<file path="src/rtl/jtag_shift_master_if.sv">
// Command/response and JTAG pin bundle for the TCK-domain JTAG host engine.
interface jtag_shift_master_if #(
    parameter int IR_WIDTH = 4,
    parameter int DR_WIDTH = 32
);
    logic                cmd_valid;
    logic                cmd_ready;
    logic [IR_WIDTH-1:0] cmd_ir;
    logic [DR_WIDTH-1:0] cmd_dr;
    logic                cmd_ir_only;
    logic                rsp_valid;
    logic [DR_WIDTH-1:0] rsp_dr;
    logic                busy;
    logic                tck;
    logic                tms;
    logic                tdi;
    logic                tdo;

    // master: the shift engine itself; slave: the command issuer plus the TAP.
    modport master (
        input  cmd_valid, cmd_ir, cmd_dr, cmd_ir_only, tdo,
        output cmd_ready, rsp_valid, rsp_dr, busy, tck, tms, tdi
    );
    modport slave (
        output cmd_valid, cmd_ir, cmd_dr, cmd_ir_only, tdo,
        input  cmd_ready, rsp_valid, rsp_dr, busy, tck, tms, tdi
    );
endinterface

</file>
<file path="src/rtl/jtag_shift_master.sv">
// JTAG host engine: one IR scan, optional DR scan, return to Run-Test/Idle,
// report the captured DR bits.
module jtag_shift_master #(
    parameter int IR_WIDTH = 4,
    parameter int DR_WIDTH = 32,
    parameter int TCK_DIV  = 4
) (
    input  logic               clk,
    input  logic               reset,
    jtag_shift_master_if.master bus
);
    // state      | meaning
    // INIT_TLR   | 5x tms=1 then tms=0: force TAP to Run-Test/Idle
    // IDLE       | wait for command, tck parked low
    // IR_HDR     | tms 1,1,0,0 into Shift-IR
    // IR_SHIFT   | shift instruction LSB first, last bit exits
    // IR_TAIL    | Update-IR, Run-Test/Idle
    // DR_HDR     | tms 1,0,0 into Shift-DR
    // DR_SHIFT   | shift data LSB first, capture tdo
    // DR_TAIL    | Update-DR, Run-Test/Idle
    // DONE       | one-clk response pulse
    localparam int CNT_MAX = (DR_WIDTH > 6) ? DR_WIDTH : 6;
    localparam int CW      = $clog2(CNT_MAX);
    localparam int DW      = $clog2(TCK_DIV);

    typedef enum logic [3:0] {
        S_INIT_TLR, S_IDLE, S_IR_HDR, S_IR_SHIFT, S_IR_TAIL,
        S_DR_HDR, S_DR_SHIFT, S_DR_TAIL, S_DONE
    } state_t;

    state_t              state_q, state_d, state_after;
    logic [CW-1:0]       bit_q, bit_d, last_bit;
    logic [DW-1:0]       div_q, div_d;
    logic                tck_q, tck_d, tms_q, tms_d, tdi_q, tdi_d;
    logic [IR_WIDTH-1:0] ir_q, ir_sel;
    logic [DR_WIDTH-1:0] dr_q, dr_sel, cap_q, rsp_dr_q;
    logic                ir_only_q;
    logic                ticking, wrap, tck_fall, tck_rise, accept;

    assign ticking  = (state_q != S_IDLE) && (state_q != S_DONE);
    assign wrap     = (div_q == DW'(TCK_DIV - 1));
    assign tck_fall = ticking && wrap && tck_q;
    assign tck_rise = ticking && wrap && !tck_q;
    assign accept   = (state_q == S_IDLE) && bus.cmd_valid;

    always_ff @(posedge clk or posedge reset) begin
        if (reset) begin
            state_q <= S_INIT_TLR;
            bit_q   <= '0;
            div_q   <= '0;
            tck_q   <= 1'b0;
            tms_q   <= 1'b1;
            tdi_q   <= 1'b0;
        end else begin
            state_q <= state_d;
            bit_q   <= bit_d;
            div_q   <= div_d;
            tck_q   <= tck_d;
            tms_q   <= tms_d;
            tdi_q   <= tdi_d;
        end
    end

    always_comb begin
        state_d     = state_q;
        bit_d       = bit_q;
        last_bit    = '0;
        state_after = S_IDLE;
        div_d       = '0;
        tck_d       = 1'b0;
        case (state_q)
            S_INIT_TLR: begin last_bit = CW'(5);            state_after = S_IDLE;     end
            S_IR_HDR:   begin last_bit = CW'(3);            state_after = S_IR_SHIFT; end
            S_IR_SHIFT: begin last_bit = CW'(IR_WIDTH - 1); state_after = S_IR_TAIL;  end
            S_IR_TAIL:  begin
                last_bit    = CW'(1);
                state_after = ir_only_q ? S_DONE : S_DR_HDR;
            end
            S_DR_HDR:   begin last_bit = CW'(2);            state_after = S_DR_SHIFT; end
            S_DR_SHIFT: begin last_bit = CW'(DR_WIDTH - 1); state_after = S_DR_TAIL;  end
            S_DR_TAIL:  begin last_bit = CW'(1);            state_after = S_DONE;     end
            default: ;
        endcase

        if (ticking) begin
            div_d = wrap ? '0 : div_q + DW'(1);
            tck_d = wrap ? ~tck_q : tck_q;
        end

        case (state_q)
            S_IDLE: if (accept) state_d = S_IR_HDR;
            S_DONE: state_d = S_IDLE;
            default: begin
                if (tck_fall) begin
                    if (bit_q == last_bit) begin
                        state_d = state_after;
                        bit_d   = '0;
                    end else begin
                        bit_d = bit_q + CW'(1);
                    end
                end
            end
        endcase
    end

    // tms/tdi are computed for the upcoming bit so they change with the tck fall.
    always_comb begin
        ir_sel = ir_q >> bit_d;
        dr_sel = dr_q >> bit_d;
        tms_d  = 1'b0;
        tdi_d  = 1'b0;
        case (state_d)
            S_INIT_TLR: tms_d = (bit_d != CW'(5));
            S_IR_HDR:   tms_d = (bit_d < CW'(2));
            S_IR_SHIFT: begin
                tms_d = (bit_d == CW'(IR_WIDTH - 1));
                tdi_d = ir_sel[0];
            end
            S_IR_TAIL, S_DR_HDR, S_DR_TAIL: tms_d = (bit_d == '0);
            S_DR_SHIFT: begin
                tms_d = (bit_d == CW'(DR_WIDTH - 1));
                tdi_d = dr_sel[0];
            end
            default: ;
        endcase
        bus.cmd_ready = (state_q == S_IDLE);
        bus.busy      = (state_q != S_IDLE);
        bus.rsp_valid = (state_q == S_DONE);
    end

    always_ff @(posedge clk or posedge reset) begin
        if (reset) begin
            ir_q      <= '0;
            dr_q      <= '0;
            ir_only_q <= 1'b0;
            cap_q     <= '0;
            rsp_dr_q  <= '0;
        end else begin
            if (accept) begin
                ir_q      <= bus.cmd_ir;
                dr_q      <= bus.cmd_dr;
                ir_only_q <= bus.cmd_ir_only;
            end
            // tdo changed on the previous tck fall, so it is stable here.
            if (tck_rise && state_q == S_DR_SHIFT)
                cap_q <= {bus.tdo, cap_q[DR_WIDTH-1:1]};
            if (state_d == S_DONE)
                rsp_dr_q <= ir_only_q ? '0 : cap_q;
        end
    end

    assign bus.tck    = tck_q;
    assign bus.tms    = tms_q;
    assign bus.tdi    = tdi_q;
    assign bus.rsp_dr = rsp_dr_q;
endmodule

</file>
<file path="src/flat_wrapper.sv">
// flat-port wrapper written by rule: the top's interface ports become plain ports
module jtag_shift_master_flat 
#(
    parameter int IR_WIDTH = 4,
    parameter int DR_WIDTH = 32,
    parameter int TCK_DIV  = 4
)
  (clk, reset, bus_cmd_valid, bus_cmd_ir, bus_cmd_dr, bus_cmd_ir_only, bus_tdo, bus_cmd_ready, bus_rsp_valid, bus_rsp_dr, bus_busy, bus_tck, bus_tms, bus_tdi);
  jtag_shift_master_if #(.IR_WIDTH(IR_WIDTH), .DR_WIDTH(DR_WIDTH)) bus_i ();
  input  logic clk;
  input  logic reset;
  input wire logic [$bits(bus_i.cmd_valid)-1:0] bus_cmd_valid;
  input wire logic [$bits(bus_i.cmd_ir)-1:0] bus_cmd_ir;
  input wire logic [$bits(bus_i.cmd_dr)-1:0] bus_cmd_dr;
  input wire logic [$bits(bus_i.cmd_ir_only)-1:0] bus_cmd_ir_only;
  input wire logic [$bits(bus_i.tdo)-1:0] bus_tdo;
  output wire logic [$bits(bus_i.cmd_ready)-1:0] bus_cmd_ready;
  output wire logic [$bits(bus_i.rsp_valid)-1:0] bus_rsp_valid;
  output wire logic [$bits(bus_i.rsp_dr)-1:0] bus_rsp_dr;
  output wire logic [$bits(bus_i.busy)-1:0] bus_busy;
  output wire logic [$bits(bus_i.tck)-1:0] bus_tck;
  output wire logic [$bits(bus_i.tms)-1:0] bus_tms;
  output wire logic [$bits(bus_i.tdi)-1:0] bus_tdi;
  assign bus_i.cmd_valid = bus_cmd_valid;
  assign bus_i.cmd_ir = bus_cmd_ir;
  assign bus_i.cmd_dr = bus_cmd_dr;
  assign bus_i.cmd_ir_only = bus_cmd_ir_only;
  assign bus_i.tdo = bus_tdo;
  assign bus_cmd_ready = bus_i.cmd_ready;
  assign bus_rsp_valid = bus_i.rsp_valid;
  assign bus_rsp_dr = bus_i.rsp_dr;
  assign bus_busy = bus_i.busy;
  assign bus_tck = bus_i.tck;
  assign bus_tms = bus_i.tms;
  assign bus_tdi = bus_i.tdi;
  jtag_shift_master #(.IR_WIDTH(IR_WIDTH), .DR_WIDTH(DR_WIDTH), .TCK_DIV(TCK_DIV)) u_core (.clk(clk), .reset(reset), .bus(bus_i));
endmodule
</file>
<file path="config.mk">
export PLATFORM = sky130hd
export DESIGN_NAME = jtag_shift_master_flat
export DESIGN_NICKNAME = d
export VERILOG_FILES = /design/src/rtl/jtag_shift_master_if.sv /design/src/rtl/jtag_shift_master.sv /design/src/flat_wrapper.sv
export SDC_FILE = /design/constraint.sdc
export NUM_CORES = 1
export LEC_CHECK = 0
export CORE_MARGIN = 2
export CORE_UTILIZATION = 40
export CTS_CLUSTER_SIZE = 8
export DETAILED_ROUTE_END_ITERATION = 12
export PLACE_DENSITY = 0.67
export REMOVE_ABC_BUFFERS = 1
export SLEW_MARGIN = 20
export SYNTH_ARGS = -nofsm -noshare
export SYNTH_HDL_FRONTEND = slang
export SYNTH_SLANG_ARGS = --single-unit
</file>
<file path="constraint.sdc">
create_clock -name clk -period 11.1 [get_ports clk]
set_clock_uncertainty 0.2 [all_clocks]
set_input_delay 2.22 -clock clk [delete_from_list [all_inputs] [get_ports clk]]
set_output_delay 2.22 -clock clk [all_outputs]
set_load 0.03 [all_outputs]
</file>
* Word level (Yosys, flattened, before mapping)
Cells that the tools add are included.
** Storage, ports and cells
- Register bits :: 115
- Output and inout bits :: 38
- Word-level logic and storage cells :: 71
** Operators by class
- $add $sub $neg :: 2
- Order comparisons :: 1
- Equal/unequal tests :: 23
- Shift-type cells :: 2
- Mux-type cells :: 17
- Bitwise gates (word level) :: 1
- Reductions and logical operators :: 14
** Operator list (number)
- $eq 4x3->1 const B :: 8
- $mux 32 :: 1
- $shr 32x5->1 :: 1
- $pmux 5 s5 :: 1
- $pmux 4 s6 :: 1
- $eq 4x2->1 const B :: 4
- $mux 4 :: 4
- $mux 5 :: 3
- $eq 4x4->1 const B :: 2
- $logic_not 4->1 :: 2
- $pmux 4 s2 :: 1
- $logic_and 1x1->1 :: 6
- $reduce_or 2->1 :: 3
- $add 5x1->5 const B :: 1
- $eq 5x2->1 const B :: 1
- $eq 5x5->1 :: 1
- $eq 5x5->1 const B :: 1
- $logic_not 5->1 :: 1
- $lt 5x2->1 const B :: 1
- $ne 5x3->1 const B :: 1
- $pmux 1 s5 :: 1
- $shr 4x5->1 :: 1
- $eq 4x1->1 const B :: 1
- $mux 2 :: 2
- 10 further kinds :: 11

* Depth between registers and ports, before layout
Gate-level depths: netlist of run 1.
- Depth after elaboration :: 10
- Gate-level depth with buffers :: 13

* Worst setup path after synthesis of run 1
No wires, ideal clock.
- Kind :: input to register
- Start point :: in bus_cmd_valid
- End point :: reg u_core.tdi_q (netlist: u_core.bus.tdi)
- Library setup time :: 0.123 ns
- Data arrival time :: 3.622 ns
- Required time :: 10.777 ns
- Path slack :: 7.155 ns
- Cell stages on the path :: 8
- Buffers on the path :: 0
- Path through :: nand2_1 > o31ai_1 > a211o_1 > o221ai_2 > nor2_2 > mux4_2 > o2bb2ai_1 > o221a_2
** On the way
- Longest elaborated chain between the ends :: 5
- Elaborated cells between the ends (all ways) :: 6
- Those cells by class :: 2 x eq/ne; 3 x mux; 1 x reduce/logical
** RTL lines
- start, declared :: RTL line flat_wrapper.sv:12 : input wire logic [$bits(bus_i.cmd_valid)-1:0] bus_cmd_valid;
- $logic_and 1x1->1 (*) :: RTL line jtag_shift_master.sv:44 : assign accept = (state_q == S_IDLE) && bus.cmd_valid;
- $mux 4 (*) :: RTL line jtag_shift_master.sv:91 : S_IDLE: if (accept) state_d = S_IR_HDR;
- $pmux 4 s2 (*) :: RTL line jtag_shift_master.sv:90 : case (state_q)
- named net u_core.state_d[1] :: RTL line jtag_shift_master.sv:31 : state_t state_q, state_d, state_after;
- $eq 4x3->1 / $eq 4x2->1 (equally long branches) :: RTL line jtag_shift_master.sv:112 : case (state_d)
- $pmux 1 s2 (*) :: RTL line jtag_shift_master.sv:112
- named net u_core.tdi_d :: RTL line jtag_shift_master.sv:34 : logic tck_q, tck_d, tms_q, tms_d, tdi_q, tdi_d;
- end signal, assigned :: RTL line jtag_shift_master.sv:60 : tdi_q <= tdi_d;
- end, declared :: RTL line jtag_shift_master.sv:34
The timed path passes the listed nets; every way through them passes the cells marked *.
A chain may end at the register's enable or synchronous reset.

* Worst setup path after layout of run 1
- Start point :: reg u_core.state_q[0]
- End point :: out bus_cmd_ready
** On the way
- Longest elaborated chain between the ends :: 1
** RTL lines
- start, declared :: RTL line jtag_shift_master.sv:31
- start signal, assigned :: RTL line jtag_shift_master.sv:55 : state_q <= state_d;
- $eq 4x1->1 :: RTL line jtag_shift_master.sv:126 : bus.cmd_ready = (state_q == S_IDLE);
- end, declared :: RTL line flat_wrapper.sv:17 : output wire logic [$bits(bus_i.cmd_ready)-1:0] bus_cmd_ready;
No other way between the ends.

==> impl_metrics.json, run 1 <==
{
  "synthAdderAreaFrac_pct": 0.443,
  "crit_path_start_kind": "register",
  "avgSynthCellArea_um2": 9.47,
  "end_kind": "output pin",
  "gr-usage-all-layers_pct": 17.3,
  "diodes": 0,
  "finalSetupViolCount": 0,
  "stdcell_count": 856,
  "htree_levels": 4,
  "grt_pass1_vias": 4300,
  "worst_pin_slew_ps": 960,
  "first_iter_violations": 257,
  "ys_types": 72,
  "drc_errors": 0,
  "fmaxAchievable_ghz": 0.210,
  "slew_violations": 0,
  "muxShareOfSynthArea_pct": 8.43,
  "dr.pass1.iters": 5,
  "synth_simple_gate_area_share_pct": 21.5,
  "period_minus_slack_ps": 4770,
  "final_nets": 706,
  "synth_compound_area_share_pct": 14.7,
  "syn2layout_area_growth_pct": 26.9,
  "p_leak_nw": 3.25,
  "fill_cells": 1264,
  "yosysTopAreaCell": "dfrtp_1",
  "fp.coreArea_um2": 13800,
  "seq_area_frac_synth_pct": 50.9,
  "hold_buffers": 0,
  "initial_core_util_pct": 40.9,
  "die-area_um2": 15100,
  "maxCapViolCount": 0,
  "clock-sinks": 115,
  "synth_edf_count": 0,
  "die_w_um": 123,
  "chipHeight_um": 123,
  "tns_ps": 0,
  "cts_tree": "yes",
  "cp.arrival_ps": 2350,
  "antenna_found_initial": 0,
  "gp_congestion": 0.872,
  "yosysWarnings": 0,
  "min_path_type": "reg2reg",
  "crit_type": "reg2out",
  "crit_path_max_fanout": 20,
  "synth_ff_type": "dfrtp_1",
  "postSynth.asyncResetShare_pct": 100,
  "power_w": 0.00101,
  "powerDensity_nw_per_um2": 141,
  "reg2reg_slack_ps": 6990,
  "post_drt_via_cell_ratio": 5.20,
  "portBuffers": 78,
  "relSlewSlack_pct": 36.0,
  "clk_pin_slew_ps": 60,
  "drt_wl_total_um": 12200,
  "dp_cells": 824,
  "synth_top_family_by_area": "simple AND/OR/NAND/NOR gates",
  "clock-root-buffer": "clkbuf_16",
  "layout_common_cells": "nand2_1 (167), dfrtp_1 (114), clkdlybuf4s50_1 (78)",
  "ant_nets": 0,
  "io_pins": 79,
  "final-hold-violation-count": 0,
  "ys_ff_latch": 115,
  "hpwl_um": 8070,
  "final_common_cell": "nand2_1",
  "yosysTopAreaCellShare_pct": 50.5,
  "netlist_area_um2": 5650,
  "row_count": 43,
  "clockBufferDepth": 2,
  "ys_top_cells_by_area": "dfrtp_1 (50%), nand2_1 (11%), mux2_2 (7.0%), nand2b_1 (4.2%), o21ai_0 (4.1%)",
  "synthXorXnorAreaFrac_pct": 0.465,
  "cts.repair.resized": 0,
  "fin_crit_sh_pct": 43.0,
  "vdd_drop_max_uv": 93.7,
  "post_cts_buffers": 0,
  "gr-total-overflow": 0,
  "clkLatencyLatePin_ps": 420,
  "drive_gt1_share_pct": 13.9,
  "wl_per_cell_um": 14.2,
  "grt_first_pass_wirelength_um": 20500,
  "cp.required_ps": 8680,
  "rsz0062_at_grt": "false",
  "status": "complete, no violations",
  "grt_max_degree": 79,
  "cts_buffers": 17,
  "vias": 4454,
  "postSynthCellCount": 597
}
## through the flow
stage          area (um2)  hold WS, ps  setup WS [ps]  utilization [%]
2_1_floorplan        5510          215           5640                -
3_3_place_gp         6550          227           5940             47.4
3_5_place_dp         6550          236           5820             47.4
4_1_cts              7170          244           6250             51.9
5_1_grt              7170          273           6190             51.9
6_report             7170          237           6330             51.9
## cell usage after synthesis (4+ instances only)
| library cell | instances |
|---|---|
| nand4_1 | 7 |
| mux2_2 | 35 |
| buf_2 | 4 |
| o211ai_1 | 6 |
| a211o_1 | 5 |
| o22ai_1 | 4 |
| nand2b_1 | 38 |
| nand3_1 | 9 |
| a211oi_1 | 6 |
| a31oi_1 | 7 |
| clkbuf_1 | 27 |
| mux2i_1 | 6 |
| nand2_1 | 168 |
| a21oi_1 | 7 |
| o21ai_0 | 46 |
| nor2_1 | 16 |
| dfrtp_1 | 114 |
| inv_1 | 12 |
## per-layer routing
metal  part of all wire [%]  track usage (%)  up-vias
li1                       -                -     2203
met1                     47             22.4     2125
met2                     47             27.0      110
met3                    4.9             5.34       16
met4                    1.6             7.11        0
met5                      0                0        -
## final timing paths
check	endpoint	startpoint	depth (start not counted)
worst min register to register	u_core.div_q[0]	u_core.div_q[0]	1
worst max-delay path	bus_cmd_ready	u_core.state_q[0]	3
max in group asynchronous	u_core.div_q[1]	reset	3
worst min-delay path	u_core.div_q[0]	u_core.div_q[0]	1
worst max register to register	u_core.bus.tdi	u_core.state_q[0]	10
min in group asynchronous	u_core.dr_q[1]	reset	2
## state kept, by name, summed over array words and instances, names as in the netlist
register	flops
u_core.div_q	2
u_core.ir_q	4
u_core.bit_q	5
u_core.bus.tdi	1
u_core.bus.rsp_dr	32
u_core.cap_q	32
u_core.dr_q	32
u_core.bus.tck	1
u_core.ir_only_q	1
u_core.bus.tms	1
u_core.state_q	4
## cells by family (layout without fill, tap and decap cells)
group / Yosys count / count (layout)
AO/OA/AOI/OAI: 119 / 119
adder cells (fa/ha/maj): 2 / 2
buffers and inverters: 50 / 129
multiplexers: 42 / 42
XOR/XNOR: 3 / 3
flip-flops: 115 / 115
AND/OR/NAND/NOR: 266 / 266
## critical path: stages, from the launching register on
cell             delay (ps)
dfrtp_1                 700
nor2b_1                 260
and3_1                  270
clkdlybuf4s50_1         700
## report_power, final
part | internal [W] | switching (W) | total (W)
combinational | 0.0000128 | 0.00000985 | 0.0000226
sequential | 0.000420 | 0.000000136 | 0.000420
clock | 0.000360 | 0.000211 | 0.000570
total | 0.000792 | 0.000221 | 0.00101
## final cells by class
class	count	area, um2	share of cell area (%)
Clock buffer	17	425	5.93
Clock inverter	15	198	2.76
Inverter	15	58.8	0.820
Multi-Input combinational cell	432	2580	35.9
Sequential cell	115	2880	40.1
Tap cell	180	225	3.14
Timing Repair Buffer	82	811	11.3
No activity file was read; power rests on OpenSTA's default activity.
==> inputs of run 2 (changes only) <==
- PLACE_DENSITY: 0.67 -> 0.7
- clock period: 11.1 -> 4.13 ns (I/O delays scaled with it)
==> impl_metrics.json, run 2 (synthesized netlist as in run 1, its figures left out) <==
{
  "status": "complete, no violations",
  "io_pins": 79,
  "hpwl_um": 8240,
  "gr-total-overflow": 0,
  "antenna_found_initial": 0,
  "crit_type": "reg2reg",
  "final_cell_area_um2": 7240,
  "die_w_um": 123,
  "final-seq-area_um2": 2880,
  "worst_path_max_delay_cell": "dfrtp_1",
  "worst_pin_slew_ps": 798,
  "final_common_cell": "nand2_1",
  "layout_common_cells": "nand2_1 (168), dfrtp_1 (114), clkdlybuf4s50_1 (78)",
  "syn2layout_area_growth_pct": 28.1,
  "multiInputGateArea_um2": 2570,
  "crit_path_max_fanout": 15,
  "post_drt_via_cell_ratio": 5.26,
  "clockBufferDepth": 2,
  "period_minus_slack_ps": 3880,
  "portBuffers": 78,
  "cts_buffers": 17,
  "row_count": 43,
  "drt_wl_total_um": 12400,
  "p_leak_nw": 3.28,
  "ant_nets": 0,
  "whs_ps": 242,
  "fill_cells": 1230,
  "slew_violations": 0,
  "wl_met2_um": 5990,
  "initial_core_util_pct": 40.9,
  "crit_path_start_kind": "register",
  "clk_pin_slew_ps": 50,
  "hold_buffers": 0,
  "clock-root-buffer": "clkbuf_16",
  "htree_levels": 4,
  "wl_per_cell_um": 14.3,
  "clkLatencyLatePin_ps": 410,
  "diodes": 0,
  "gr-usage-all-layers_pct": 17.7,
  "placed_area_um2": 6620,
  "rsz0062_at_grt": "false",
  "dr.pass1.iters": 4,
  "powerDensity_nw_per_um2": 371,
  "wl_met1_um": 5600,
  "first_iter_violations": 325,
  "cp.required_ps": 4230,
  "cp.arrival_ps": 3980,
  "vdd_drop_max_uv": 344,
  "clock-sinks": 115,
  "fp.coreArea_um2": 13800,
  "tns_ps": 0,
  "finalSetupViolCount": 0,
  "relSlewSlack_pct": 46.8,
  "drive_gt1_share_pct": 15.0,
  "fin_crit_sh_pct": 93.9,
  "chipHeight_um": 123,
  "end_kind": "register",
  "fmaxAchievable_ghz": 0.258,
  "worstPathCellList": "nand2b_1, or3_1, a311o_1, a211oi_4, nand2_1, a221o_1, nor2_2, mux4_2, o2bb2ai_1, o221a_2",
  "vias": 4562,
  "cts_tree": "yes",
  "die-area_um2": 15100,
  "routed.top_layer": "met4",
  "grt_max_degree": 86,
  "final_nets": 717,
  "grt_first_pass_wirelength_um": 21200,
  "drc_errors": 0,
  "final-hold-violation-count": 0,
  "min_path_type": "reg2reg",
  "dr_wl_met3_um": 643,
  "maxCapViolCount": 0,
  "gp_congestion": 0.863,
  "grt_pass1_vias": 4641,
  "slowest_delay_ps": 610
}
## run 2: changes by cell type in the layout (fill, tap and decap cells not counted), sizes merged
| cell | before | now |
|---|---|---|
| clkbuf | 17 | 18 |
| clkinv | 5 | 4 |
| clkinvlp | 1 | 4 |
| buf | 4 | 15 |
| inv | 21 | 18 |
## run 2: timing repair
item / CTS / global route
buffers inserted: 0 / 2
gates resized for setup: 0 / 0
endpoints found under the setup margin: 0 / 1
## run 2: critical path: cells and delay by family, from the launching register on
family / cells / cell delay (ps)
AOI/OAI and AO/OA: 5 / 1800
muxes: 1 / 340
and+or+nand+nor: 4 / 830
DFF: 1 / 610
## run 2: metrics by stage
step | power [W] | worst slack (ps) | util, % | cells
3_5_place_dp | 0.00121 | 226 | 47.8 | 833
6_report | 0.00269 | 253 | 52.4 | 867
5_1_grt | 0.00278 | 65.7 | 52.4 | 867
3_3_place_gp | 0.00121 | 339 | 47.8 | 833
2_1_floorplan | 0.00117 | 61.6 | - | 562
4_1_cts | 0.00272 | 223 | 52.2 | 865
## run 2: routing by layer
metal  up-vias  GRT usage (%)
li1       2213              -
met1      2172           22.0
met2       151           30.1
met3        26           4.00
met4         0           6.68
met5         -              0
## run 2: worst paths after layout
| check | cells past startpoint | startpoint | to | slack (ps) |
|---|---|---|---|---|
| max | 10 | u_core.state_q[2] | u_core.bus.tdi | 250 |
| min | 1 | u_core.div_q[0] | u_core.div_q[0] | 240 |
| max reg2reg | 10 | u_core.state_q[2] | u_core.bus.tdi | 250 |
| min reg2reg | 1 | u_core.div_q[0] | u_core.div_q[0] | 240 |
| max in group asynchronous | 3 | reset | u_core.bus.rsp_dr[14] | 2260 |
| min in group asynchronous | 2 | reset | u_core.dr_q[0] | 730 |
## run 2: final cells by class
class / count / share of cell area [%]
well taps: 180 / 3.11
multi-input cells: 432 / 35.6
clock inverters: 14 / 2.45
flip-flops and latches: 115 / 39.8
repair buffers: 93 / 12.3
clock buffers: 18 / 5.93
inverters: 15 / 0.847
## run 2: report_power, final
part	total, W	switching (W)	internal [W]
Combinational	0.0000622	0.0000271	0.0000351
Sequential	0.00113	0.000000406	0.00113
Clock	0.00150	0.000543	0.000954
